### src/rtl/alu_result_reg.sv
// alu_result_reg: output register stage for a pair of alu4 slices forming an
// 8-bit ALU. Captures the byte result and the N/V/Z/C status flags on LOAD.
// An optional decimal-adjust step can be enabled with the macro
// ALU_DECIMAL_ADJUST_EN. When the macro is defined, a decimal LOAD takes two
// cycles. The first cycle latches the raw sum and the second applies the BCD
// correction.
//
// Ports:
//   CLK                in   rising-edge clock
//   RST                in   asynchronous active-high reset
//   F_LO, F_HI         in   result nibbles from the low / high slice
//   CO_LO, CO_HI       in   carry out of the low / high slice
//   A7, B7             in   operand sign bits (B7 before inversion)
//   SUB                in   current operation is a subtract
//   DEC                in   decimal mode requested
//   LOAD               in   single-cycle capture strobe
//   ADD                out  registered 8-bit result
//   FLAG_N/V/Z/C       out  registered status flags
//   VALID              out  one-cycle pulse when ADD/flags are updated
//   BUSY               out  high while the decimal adjust is pending
module alu_result_reg #(
    parameter logic [3:0] FLAGS_RST = 4'b0000
) (
    input  logic       CLK,
    input  logic       RST,
    input  logic [3:0] F_LO,
    input  logic [3:0] F_HI,
    input  logic       CO_LO,
    input  logic       CO_HI,
    input  logic       A7,
    input  logic       B7,
    input  logic       SUB,
    input  logic       DEC,
    input  logic       LOAD,
    output logic [7:0] ADD,
    output logic       FLAG_N,
    output logic       FLAG_V,
    output logic       FLAG_Z,
    output logic       FLAG_C,
    output logic       VALID,
    output logic       BUSY
);

    // flags are held as {N,V,Z,C}
    logic [7:0] add_r, add_nxt_s;
    logic [3:0] flags_r, flags_nxt_s;
    logic       valid_r, valid_nxt_s;
    logic [7:0] bin_add_s;
    logic       bin_v_s;

    assign bin_add_s = {F_HI, F_LO};
    // Signed overflow: the operands as seen by the adder have equal signs and
    // the result sign differs from them.
    assign bin_v_s   = (A7 == (B7 ^ SUB)) & (F_HI[3] != A7);

`ifdef ALU_DECIMAL_ADJUST_EN
    typedef enum logic [0:0] {
        ST_IDLE   = 1'b0,
        ST_ADJUST = 1'b1
    } state_t;

    state_t     state_r, state_nxt_s;
    logic [7:0] raw_r, raw_nxt_s;
    logic       co_lo_r, co_lo_nxt_s;
    logic       co_hi_r, co_hi_nxt_s;
    logic       sub_r, sub_nxt_s;
    logic       v_r, v_nxt_s;
    logic [8:0] adj_s;

    // BCD correction after an add. Returns {C, hi, lo}.
    function automatic logic [8:0] bcd_add_adj(input logic [7:0] raw,
                                               input logic co_lo,
                                               input logic co_hi);
        logic [4:0] lo_v;
        logic [4:0] hi_v;
        logic       c_v;
        lo_v = {1'b0, raw[3:0]};
        if (co_lo || (lo_v > 5'd9)) begin
            lo_v = lo_v + 5'd6;
        end else begin
            lo_v = lo_v;
        end
        // The carry produced by the low correction ripples into the high nibble.
        hi_v = {1'b0, raw[7:4]} + {4'b0000, lo_v[4]};
        if (co_hi || (hi_v > 5'd9)) begin
            hi_v = hi_v + 5'd6;
            c_v  = 1'b1;
        end else begin
            c_v  = co_hi;
        end
        return {c_v, hi_v[3:0], lo_v[3:0]};
    endfunction

    // BCD correction after a subtract. A missing carry means a borrow.
    // Returns {C, hi, lo}.
    function automatic logic [8:0] bcd_sub_adj(input logic [7:0] raw,
                                               input logic co_lo,
                                               input logic co_hi);
        logic [3:0] lo_v;
        logic [3:0] hi_v;
        if (co_lo) begin
            lo_v = raw[3:0];
        end else begin
            lo_v = raw[3:0] - 4'd6;
        end
        if (co_hi) begin
            hi_v = raw[7:4];
        end else begin
            hi_v = raw[7:4] - 4'd6;
        end
        return {co_hi, hi_v, lo_v};
    endfunction

    assign adj_s = sub_r ? bcd_sub_adj(raw_r, co_lo_r, co_hi_r)
                         : bcd_add_adj(raw_r, co_lo_r, co_hi_r);

    // Next-state and next-output decode for the capture / adjust FSM
    always_comb begin
        state_nxt_s = state_r;
        add_nxt_s   = add_r;
        flags_nxt_s = flags_r;
        valid_nxt_s = 1'b0;
        raw_nxt_s   = raw_r;
        co_lo_nxt_s = co_lo_r;
        co_hi_nxt_s = co_hi_r;
        sub_nxt_s   = sub_r;
        v_nxt_s     = v_r;
        case (state_r)
            ST_IDLE: begin
                if (LOAD && DEC) begin
                    raw_nxt_s   = bin_add_s;
                    co_lo_nxt_s = CO_LO;
                    co_hi_nxt_s = CO_HI;
                    sub_nxt_s   = SUB;
                    v_nxt_s     = bin_v_s;
                    state_nxt_s = ST_ADJUST;
                end else if (LOAD) begin
                    add_nxt_s   = bin_add_s;
                    flags_nxt_s = {bin_add_s[7], bin_v_s,
                                   (bin_add_s == 8'h00), CO_HI};
                    valid_nxt_s = 1'b1;
                end else begin
                    valid_nxt_s = 1'b0;
                end
            end
            ST_ADJUST: begin
                // A LOAD arriving here is dropped.
                add_nxt_s   = adj_s[7:0];
                flags_nxt_s = {adj_s[7], v_r, (adj_s[7:0] == 8'h00), adj_s[8]};
                valid_nxt_s = 1'b1;
                state_nxt_s = ST_IDLE;
            end
            default: begin
                state_nxt_s = ST_IDLE;
            end
        endcase
    end

    // State and decimal working registers
    always_ff @(posedge CLK or posedge RST) begin
        if (RST) begin
            state_r <= ST_IDLE;
            raw_r   <= 8'h00;
            co_lo_r <= 1'b0;
            co_hi_r <= 1'b0;
            sub_r   <= 1'b0;
            v_r     <= 1'b0;
        end else begin
            state_r <= state_nxt_s;
            raw_r   <= raw_nxt_s;
            co_lo_r <= co_lo_nxt_s;
            co_hi_r <= co_hi_nxt_s;
            sub_r   <= sub_nxt_s;
            v_r     <= v_nxt_s;
        end
    end

    assign BUSY = (state_r == ST_ADJUST);
`else
    // The low-slice carry and the decimal request only matter for decimal adjust.
    logic unused_inputs_s;
    assign unused_inputs_s = CO_LO ^ DEC;

    // Next-output decode for the binary-only capture path
    always_comb begin
        add_nxt_s   = add_r;
        flags_nxt_s = flags_r;
        valid_nxt_s = 1'b0;
        if (LOAD) begin
            add_nxt_s   = bin_add_s;
            flags_nxt_s = {bin_add_s[7], bin_v_s, (bin_add_s == 8'h00), CO_HI};
            valid_nxt_s = 1'b1;
        end else begin
            valid_nxt_s = 1'b0;
        end
    end

    assign BUSY = 1'b0;
`endif

    // Result, flag and valid output registers
    always_ff @(posedge CLK or posedge RST) begin
        if (RST) begin
            add_r   <= 8'h00;
            flags_r <= FLAGS_RST;
            valid_r <= 1'b0;
        end else begin
            add_r   <= add_nxt_s;
            flags_r <= flags_nxt_s;
            valid_r <= valid_nxt_s;
        end
    end

    assign ADD    = add_r;
    assign FLAG_N = flags_r[3];
    assign FLAG_V = flags_r[2];
    assign FLAG_Z = flags_r[1];
    assign FLAG_C = flags_r[0];
    assign VALID  = valid_r;

endmodule

### config.mk
export PLATFORM = sky130hd
export DESIGN_NAME = alu_result_reg
export DESIGN_NICKNAME = d
export VERILOG_FILES = /design/src/rtl/alu_result_reg.sv
export SDC_FILE = /design/constraint.sdc
export NUM_CORES = 1
export LEC_CHECK = 0
export CAP_MARGIN = 20
export CORE_UTILIZATION = 35
export DETAILED_ROUTE_END_ITERATION = 10
export PLACE_DENSITY = 0.75
export RECOVER_POWER = 50
export SYNTH_ARGS = -nofsm -noshare
export SYNTH_HDL_FRONTEND = slang
export SYNTH_SLANG_ARGS = --single-unit
### constraint.sdc
create_clock -name CLK -period 1 [get_ports CLK]
set_clock_uncertainty 0.05 [all_clocks]
set_input_delay 0.3 -clock CLK [delete_from_list [all_inputs] [get_ports CLK]]
set_output_delay 0.3 -clock CLK [all_outputs]
set_load 0.05 [all_outputs]
==> results by group <==
Floorplanning
  • Core ar.: 1350 sq um
  • Initial core utilization: 39.1%
  • Rows: 13
  • Die height: 40.8 microns
  • Ports: 31
  • Die X: 40.8 microns
  • Full die area: 1670 sq um

Yosys
  • Simple-Gate Fraction of Synth Area: 7.11%
  • Post-synthesis compound-gate area fraction: 3.79%
  • Post-synthesis register bit count: 12
  • Mapped Cells: 36
  • Warnings, synthesis: 0
  • Main combinational cell family by area after synthesis: multiplexers
  • Count of cell types in the netlist: 14
  • Post-Syn Nets: 53
  • Synth Cell Area: 528 sq um
  • Fraction of synthesized area in multiplexers: 22.7%
  • Post-synthesis adder-cell area fraction: 0%
  • Seq/Total Area, Yosys: 56.9%
  • Synth Area per Inst: 14.7 sq um
  • XOR/XNOR Fraction of Synth Area: 1.66%

Critical path
  • FF-to-FF End: ADD[7]
  • Critical-path cell list: buf_12
  • Startpoint Class: register
  • CP max stage delay: 0.45 ns
  • Cell family with most CP delay: flip-flops
  • Reg2Reg Depth: 1
  • Reg2reg start: ADD[7]
  • CP Capture Type: output port
  • WS Path Type: reg2out
  • Crit-path max FO: 3
  • Reg2reg setup slack: 0.11 ns
  • CP arrival: 0.90 ns
  • Critical Path RT: 0.65 ns
  • Slowest cell on the critical path: dfrtp_2
  • WP buf/inv: 1

Run status
  • Violated checks: setup timing
  • Status: finished with violations

Timing
  • Final Hold Viols: 0
  • Worst Setup Slack, final: -0.249 ns
  • F_max: 0.800 GHz
  • # setup viols final: 13
  • Fin crit share: 125%
  • Min Tclk post-route: 1.25 ns
  • Unrepaired setup endpoints after global routing: true
  • Slew Viols, Final: 0

Power and ir drop
  • Clock Power Share: 26.3%
  • Combinational share of power: 35.9%
  • Maximum VDD drop: 0.00121 V
  • Sequential power share: 37.8%
  • Pwr/cell area: 1470 nW/um^2
  • Leak: 0.477 nW
  • P_sw: 0.500 mW
  • Switching Fraction: 32.2%
  • Pint: 1.05 mW

Route
  • Initial DRC Count: 4
  • Detailed-route via count: 408
  • Pre-antenna DRT Iters: 4
  • Routed WL: 1350 microns
  • Drt via density: 4.86
  • Remaining DRCs: 0
  • Wire length per cell: 16.1 microns
  • Antenna Violating Nets Remaining: 0

Global routing
  • GR Util met2: 34.4%
  • GR Util met1: 21.0%
  • GR Util All Layers: 19.8%
  • Vias in the first global route: 402
  • GR Overflow Total: 0
  • Largest net degree at the start of global routing: 13
  • Met3 usage in global routing: 8.15%
  • Initial antenna violation count: 0
  • Gr busiest metal: met2
  • First-pass GRT wire length: 1950 microns

Placed design
  • Placer congestion estimate: 0.650
  • Placed insts: 78
  • DPL Wire Length: 984 microns
  • Count of input and output buffers: 27
  • Pre-CTS WS: -0.493 ns

Layout
  • # fillers: 82
  • Most common cell after layout, fill and taps aside: buf_12
  • Most frequent cells in the layout: buf_12, dfrtp_2, dlygate4sd2_1
  • Share of cells above drive strength 1: 66.7%
  • Layout Cells excl Fill: 84
  • Nets: 87
  • Diode count: 0
  • Synthesis-to-layout area growth: 99.5%

Clock network
  • Hold Buf Count CTS: 0
  • CTS tree: done
  • Clock Latency Late Sink: 0.28 ns
  • Max Root-Sink Buffers: 2
  • Num CTS Buffers: 3
  • H-tree levels: 1
  • Root buffer cell: clkbuf_4
  • Clk sinks: 12
  • Clk slew on worst S/H paths: 0.09 ns

Min path
  • Hold Path Depth: 2
  • Hold Crit Start: F_HI[0]
  • Hold Crit Class: in2reg
  • Hold path endpoint: ADD[4]

Run
  • Total of max-cap violations: 0
stage by stage:
| stage | hold WS (ns) | utilization, % | instance area (sq um) | setup TNS (ns) | total power [mW] |
|---|---|---|---|---|---|
| 2_1_floorplan | 0.114 | - | 547 | -0.0543 | 0.846 |
| 3_3_place_gp | 0.492 | 71.6 | 967 | -4.79 | 1.14 |
| 3_5_place_dp | 0.494 | 71.6 | 967 | -5.18 | 1.15 |
| 4_1_cts | 0.260 | 77.4 | 1040 | -2.94 | 1.56 |
| 5_1_grt | 0.356 | 78.0 | 1050 | -3.19 | 1.61 |
| 6_report | 0.362 | 78.0 | 1050 | -2.88 | 1.55 |
routing by layer:
metal  wire (microns)  vias to the layer above  part of all wire [%]
met1              492                      200                    36
met2              775                       17                    57
met3               69                        2                   5.1
met4               13                        0                  0.96
li1                 -                      189                     -
met5                0                        -                     0
logic make-up (layout without fill, tap and decap cells):
family / after synthesis / in the layout
and+or+nand+nor: 5 / 5
buffers and inverters: 6 / 39
AOI/OAI and AO/OA: 2 / 2
other: 1 / 1
muxes: 9 / 9
DFF: 12 / 12
xor gates and xnor gates: 1 / 1
area by class of cell:
cell class	count	area, sq um	share of cell area, %
Clock buffer	4	36.3	3.44
Inverter	3	11.3	1.07
Multi-Input combinational cell	18	214	20.3
Sequential cell	12	312	29.6
Tap cell	15	18.8	1.78
Timing Repair Buffer	32	462	43.8
state kept, by name, indices dropped and copies added (netlist names):
name,cells
ADD,8
VALID,1
flags_r,3
cell usage after synthesis:
master | n | area, sq um
dfrtp_1 | 12 | 300
mux2_4 | 5 | 75.1
mux2_2 | 4 | 45.0
inv_1 | 3 | 11.3
buf_4 | 2 | 15.0
nor4_1 | 2 | 12.5
buf_6 | 1 | 11.3
conb_1 | 1 | 3.75
nand3_1 | 1 | 5.00
nand3b_2 | 1 | 11.3
nand4b_1 | 1 | 8.76
o21ai_0 | 1 | 5.00
o221ai_2 | 1 | 15.0
xor2_1 | 1 | 8.76
worst max-delay path by stage:
| stage | start | slack [ns] | end | cells after the start |
|---|---|---|---|---|
| floorplan | ADD[7] | -0.05 | ADD[7] | 1 |
| global placement | LOAD | -0.47 | ADD[7] | 3 |
| detailed placement | LOAD | -0.49 | ADD[7] | 3 |
| CTS | ADD[7] | -0.26 | FLAG_N | 1 |
| global route | ADD[7] | -0.27 | ADD[7] | 1 |
| finish | ADD[7] | -0.25 | FLAG_N | 1 |
power groups by stage:
| stage | Clock, mW | Sequential, mW | Combinational, mW |
|---|---|---|---|
| after floorplan | 0 | 0.724 | 0.122 |
| after global placement | 0 | 0.596 | 0.544 |
| after detailed placement | 0 | 0.597 | 0.553 |
| after CTS | 0.407 | 0.588 | 0.562 |
| after global routing | 0.438 | 0.593 | 0.580 |
| final | 0.409 | 0.587 | 0.558 |
what timing repair did:
item                                    in CTS  in global routing
resized for setup                           15                  1
buffers inserted                             0                  1
gates cloned                                 1                  0
hold endpoints to repair                     0                  0
pin swaps                                    5                  0
endpoints found under the setup margin      24                 14
Power figures use the tool's default switching activity.
